--- config.mk ---
export PLATFORM = sky130hd
export DESIGN_NAME = edge_event_logger
export DESIGN_NICKNAME = d
export VERILOG_FILES = /design/src/rtl/edge_event_logger.sv
export SDC_FILE = /design/constraint.sdc
export NUM_CORES = 1
export LEC_CHECK = 0
export BUFFER_PORTS_ARGS = -buffer_cell sky130_fd_sc_hd__buf_2
export CAP_MARGIN = 40
export CORE_ASPECT_RATIO = 1.2
export CORE_MARGIN = 2
export CORE_UTILIZATION = 55
export DETAILED_ROUTE_END_ITERATION = 10
export PLACE_DENSITY = 0.79
export SKIP_LAST_GASP = 1
export SYNTH_ARGS = -nofsm -noshare
export SYNTH_HDL_FRONTEND = slang
export SYNTH_SLANG_ARGS = --single-unit
--- constraint.sdc ---
create_clock -name clk -period 5 [get_ports clk]
set_input_delay 0.5 -clock clk [delete_from_list [all_inputs] [get_ports clk]]
set_output_delay 0.5 -clock clk [all_outputs]
set_load 0.02 [all_outputs]
--- src/rtl/edge_event_logger.sv ---
// edge_event_logger: time-stamps nonzero edge vectors into a show-ahead FIFO with overflow tracking
module edge_event_logger #(
    parameter int W      = 8,
    parameter int TS_W   = 16,
    parameter int DEPTH  = 8,
    parameter int DROP_W = 8
) (
    input  logic                       clk,
    input  logic                       rst,
    input  logic [W-1:0]               edge_in,
    input  logic                       log_en,
    output logic                       evt_valid,
    input  logic                       evt_ready,
    output logic [W-1:0]               evt_edges,
    output logic [TS_W-1:0]            evt_ts,
    output logic [$clog2(DEPTH):0]     fill,
    output logic                       overflow,
    output logic [DROP_W-1:0]          drop_cnt,
    input  logic                       clr_ovf
);
    localparam int AW = $clog2(DEPTH);
    localparam int FW = AW + 1;

    logic [TS_W-1:0]   r_ts;
    logic [W-1:0]      r_mem_e [DEPTH];
    logic [TS_W-1:0]   r_mem_ts [DEPTH];
    logic [AW-1:0]     r_wptr;
    logic [AW-1:0]     r_rptr;
    logic [FW-1:0]     r_fill;
    logic              r_ovf;
    logic [DROP_W-1:0] r_drop;

    logic w_push;
    logic w_pop;
    logic w_full;
    logic w_wr;
    logic w_drop;

    assign w_push = log_en && (edge_in != '0);
    assign w_pop  = (r_fill != '0) && evt_ready;
    assign w_full = r_fill == FW'(DEPTH);
    // a pop in the same edge frees the slot, so a full FIFO still accepts the push
    assign w_wr   = w_push && (!w_full || w_pop);
    assign w_drop = w_push && w_full && !w_pop;

    // free-running timestamp, wraps silently
    always_ff @(posedge clk) begin
        if (rst) r_ts <= '0;
        else     r_ts <= r_ts + TS_W'(1);
    end

    // entry storage; stale contents are unreachable once fill is cleared
    always_ff @(posedge clk) begin
        if (w_wr) begin
            r_mem_e[r_wptr]  <= edge_in;
            r_mem_ts[r_wptr] <= r_ts;
        end
    end

    // pointers and occupancy
    always_ff @(posedge clk) begin
        if (rst) begin
            r_wptr <= '0;
            r_rptr <= '0;
            r_fill <= '0;
        end else begin
            if (w_wr)  r_wptr <= r_wptr + AW'(1);
            if (w_pop) r_rptr <= r_rptr + AW'(1);
            r_fill <= (w_wr && !w_pop) ? r_fill + FW'(1) :
                      (!w_wr && w_pop) ? r_fill - FW'(1) : r_fill;
        end
    end

    // sticky overflow and saturating drop counter; a drop beats a coincident clear
    always_ff @(posedge clk) begin
        if (rst) begin
            r_ovf  <= 1'b0;
            r_drop <= '0;
        end else if (w_drop) begin
            r_ovf  <= 1'b1;
            r_drop <= clr_ovf ? DROP_W'(1) : (&r_drop) ? r_drop : r_drop + DROP_W'(1);
        end else if (clr_ovf) begin
            r_ovf  <= 1'b0;
            r_drop <= '0;
        end
    end

    assign evt_valid = r_fill != '0;
    assign evt_edges = evt_valid ? r_mem_e[r_rptr]  : '0;
    assign evt_ts    = evt_valid ? r_mem_ts[r_rptr] : '0;
    assign fill      = r_fill;
    assign overflow  = r_ovf;
    assign drop_cnt  = r_drop;
endmodule

==> flow_results.org <==
** Run status
- Outcome :: completed

** Cells and area
- Most frequent cells in the layout :: sky130_fd_sc_hd__edfxtp_1, sky130_fd_sc_hd__nor2_1, sky130_fd_sc_hd__buf_2, sky130_fd_sc_hd__mux4_2, sky130_fd_sc_hd__dfxtp_1
- Once layout is complete, the utilization of the core stands at 0.6464.
- In the final layout, the share of cells above drive strength 1 is 0.2809.
- After the last flow step, the layout net total stands at 604.
- Number of inserted diodes :: 0
- # fillers :: approximately 1100
- Compared with the post-synthesis result, the final layout area differs by 15.00%.
- Leaving out fill and tap cells, the most frequent cell in the layout is sky130_fd_sc_hd__edfxtp_1.

** Setup path
- Critical path cell sequence :: or3_4 > or3b_1 > nand2_1 > inv_1 > ha_1 > inv_1 > ha_1 > a21oi_1 > a211oi_1 > a31oi_1 > mux2_2
- Setup crit start kind :: flip-flop
- For the worst setup path, the data arrival time is about 3.6 ns.
- The critical path is of the reg2reg type.
- The largest individual stage delay along the critical path comes from the cell sky130_fd_sc_hd__or3b_1.
- In this run the critical register-to-register path is launched from fill[0].
- The critical path starts at fill[0].
- Along the worst path, the maximum fanout reaches 7.
- STA puts the critical path data required time at about 5.4 ns.
- Delay of the slowest cell on the worst path :: between 0.4 and 0.5 ns
- The worst setup path is captured at a flip-flop.

** Clock network
- TritonCTS built the clock tree.
- CTS Sinks :: 230
- At the later pin of the worst-skew pair, clock insertion delay measures 0.50 ns.
- After clock tree synthesis, the clock-pin slew on the worst setup and hold paths is ~0.060 ns.
- In this run the deepest clock path goes through 3 buffers.
- TritonCTS created 22 clock buffers.
- Clock Root Buffer :: sky130_fd_sc_hd__clkbuf_16
- Quantity of hold-fixing buffers added after cts :: 0
- Once the clock tree was built, the setup fixing pass inserted 0 buffers.
- Deepest level of the CTS H-tree :: 1
- Resized Gates After CTS :: 0

** Pwr
- Power density over cell area :: roughly 480 nW/um^2
- Leak :: approximately 3.5 nW
- The worst-case IR drop observed on VDD is 0.2553 mV.

** Timing
- Final worst-path cycle share :: 0.6436
- Adding up every negative setup slack in the final design gives 0 ns.
- Worst Skew :: ~0.008 ns
- Hold timing on the final database bottoms out at a slack of about 0.29 ns.
- Post-route minimum period :: around 3.2 ns
- The hold violation count in the final report came to 0.
- Least-Margin Pin Slew :: just over 0.7 ns
- Remaining max-slew budget at the tightest pin :: 0.5177
- Setup violations remaining at the end of the flow were counted as 0.
- Setup repair after global routing missed its margin :: no
- The final max-slew violation count was 0.
- Static timing analysis puts the maximum clock frequency at slightly above 300 MHz.

** Global route
- Across every metal layer, demand over resource in global routing totals 0.2029.
- Largest net degree at the start of global routing :: 49
- Remaining Overflow, GRT :: 0
- The via count of the first global-routing pass came to a little under 5000.
- The initial antenna violation count came to 0.
- Global-route wire length before repair :: approximately 27000 um

** Route
- After detailed routing, the average wire length per cell comes to around 21 um.
- After detailed routing, the number of remaining DRC violations is 0.
- Residual antenna-violating net count after detailed routing :: 0
- The first routing iteration left 340 violations.
- Using the TritonRoute via totals, the vias-per-cell ratio works out to 5.891.
- Vias after detailed routing :: ~4800
- The first TritonRoute pass finished after 5 iterations.
- Wire length after detailed routing :: ~17000 um

** Logic synthesis
- Synthesis-stage register bit count :: 230
- Sorting the synthesized cells by area gives the leading types as sky130_fd_sc_hd__edfxtp_1, sky130_fd_sc_hd__mux4_2, sky130_fd_sc_hd__dfxtp_1.
- Synth warnings :: 0
- Sequential element share of the synthesized area :: 0.7164
- For this run, the leading register cell type out of synthesis is sky130_fd_sc_hd__edfxtp_1.
- Number of enable-type register cells in the synthesized netlist :: between 150 and 200
- The synthesized netlist occupies a cell area of 9110 sq um.
- Fraction of synthesized cell area taken by the top area cell type :: 0.6329
- sky130_fd_sc_hd__edfxtp_1 takes more of the synthesized area than any other cell.
- Dividing the synthesized area by the synthesized cell count gives 17.55 sq um.
- Synthesis instantiated 46 different standard cells from the library.
- After synthesis, the share of flip-flops with an asynchronous set or reset is 0.
- Synthesized netlist net count :: between 500 and 600
- Cell count after synthesis :: approximately 520

** Floorplan
- Row generation in the floorplan step produced a little over 50 rows.
- The die is 121.5 um wide.
- Total I/O pin count :: between 50 and 60
- The die covers approximately 18000 sq um.
- The floorplan step set the die height to ~140 um.
- For this configuration, the core starts out at a cell density of 0.5621.
- Core box area :: 16210 sq um

** Run
- The tool flagged a number of max-cap violations equal to 0.

** Min path
- In this run the most critical hold path is launched from edge_in[3].
- The tightest min-delay check is of the in2reg type.

** Placed design
- HPWL after detailed placement :: 10260 um
- Port Buf Inserts :: 50
- Routability-driven placement finished with a final weighted congestion of 0.8179.
## sequential cells by signal, indices dropped and copies added (netlist names), named ones only
name,count
r_ts,16
r_wptr,3
overflow,1
r_rptr,3
drop_cnt,8
fill,4
r_mem_ts,128
r_mem_e,64
## cell type report
| type | instances | area [sq um] | share of cell area |
|---|---|---|---|
| Timing Repair Buffer | 66 | 435.4 | 0.04156 |
| Sequential cell | 230 | 6531 | 0.6234 |
| Multi-Input combinational cell | 257 | 2494 | 0.2380 |
| Clock inverter | 14 | 145.1 | 0.01385 |
| Clock buffer | 25 | 583.1 | 0.05566 |
| Tap cell | 212 | 265.3 | 0.02532 |
| Inverter | 6 | 22.52 | 0.002150 |
## worst paths after layout
kind              cells past startpoint  slack, ns            end
hold / removal                        1       0.29  r_mem_e[7][3]
hold reg to reg                       2       0.51      flip-flop
setup / recovery                     11       1.78        fill[3]
setup reg to reg                     11       1.78        fill[3]
## metrics by stage
stage	instance area (sq um)	worst slack (ns)	std cells	power, W
after floorplan	9110	1.138	519	0.003132
after detailed placement	9748	1.440	771	0.003476
after CTS	10480	1.785	810	0.005128
after global placement	9623	1.522	763	0.003423
after global routing	10480	1.604	810	0.005290
final	10480	1.782	810	0.005075
## power by group
group          leakage [nW]  switching [W]  internal, W
registers              2.09      0.0000723      0.00215
clock network         0.363       0.000663     0.000991
logic                  1.09       0.000659     0.000534
## cells in the mapped netlist (2+ instances only)
cell type / n
sky130_fd_sc_hd__xor2_1: 13
sky130_fd_sc_hd__xnor2_1: 3
sky130_fd_sc_hd__and4_1: 3
sky130_fd_sc_hd__o21ai_0: 6
sky130_fd_sc_hd__nand3_1: 14
sky130_fd_sc_hd__nand4_1: 9
sky130_fd_sc_hd__a211oi_1: 2
sky130_fd_sc_hd__nor2_1: 54
sky130_fd_sc_hd__mux2i_1: 30
sky130_fd_sc_hd__mux4_2: 48
sky130_fd_sc_hd__nor2b_1: 2
sky130_fd_sc_hd__nand2b_1: 2
sky130_fd_sc_hd__buf_1: 2
sky130_fd_sc_hd__edfxtp_1: 192
sky130_fd_sc_hd__nand2_1: 17
sky130_fd_sc_hd__and3_1: 3
sky130_fd_sc_hd__a21oi_1: 9
sky130_fd_sc_hd__or3_1: 6
sky130_fd_sc_hd__buf_2: 6
sky130_fd_sc_hd__inv_1: 5
sky130_fd_sc_hd__a31oi_1: 2
sky130_fd_sc_hd__dfxtp_1: 38
sky130_fd_sc_hd__clkbuf_1: 16
sky130_fd_sc_hd__mux2_1: 2
sky130_fd_sc_hd__or4_1: 2
sky130_fd_sc_hd__nor3_1: 5
sky130_fd_sc_hd__nor4_1: 3
sky130_fd_sc_hd__ha_1: 7
## cells by family after synthesis
logic type      share of synthesized area
simple gates                      0.07197
mux                                0.1553
compound gates                    0.01387
buf+inv                           0.01525
flops                              0.7164
xor+xnor                          0.01538
fa+ha+maj                         0.01181
## per-layer routing
layer  wire length, um  global-route usage
met2              9110              0.3438
met1              7187              0.2773
met4               301             0.05460
met3               764             0.02909
met5                 0                   0
## critical path: cells and delay by family (launching register included)
family	cells	cell delay (ns)
buffers and inverters	2	0.21
AND/OR/NAND/NOR	3	1.20
multiplexers	1	0.34
AO/OA/AOI/OAI	3	0.51
adder cells (fa/ha/maj)	2	0.49
flip-flops	1	0.37
(Power assumes the default switching activity.)
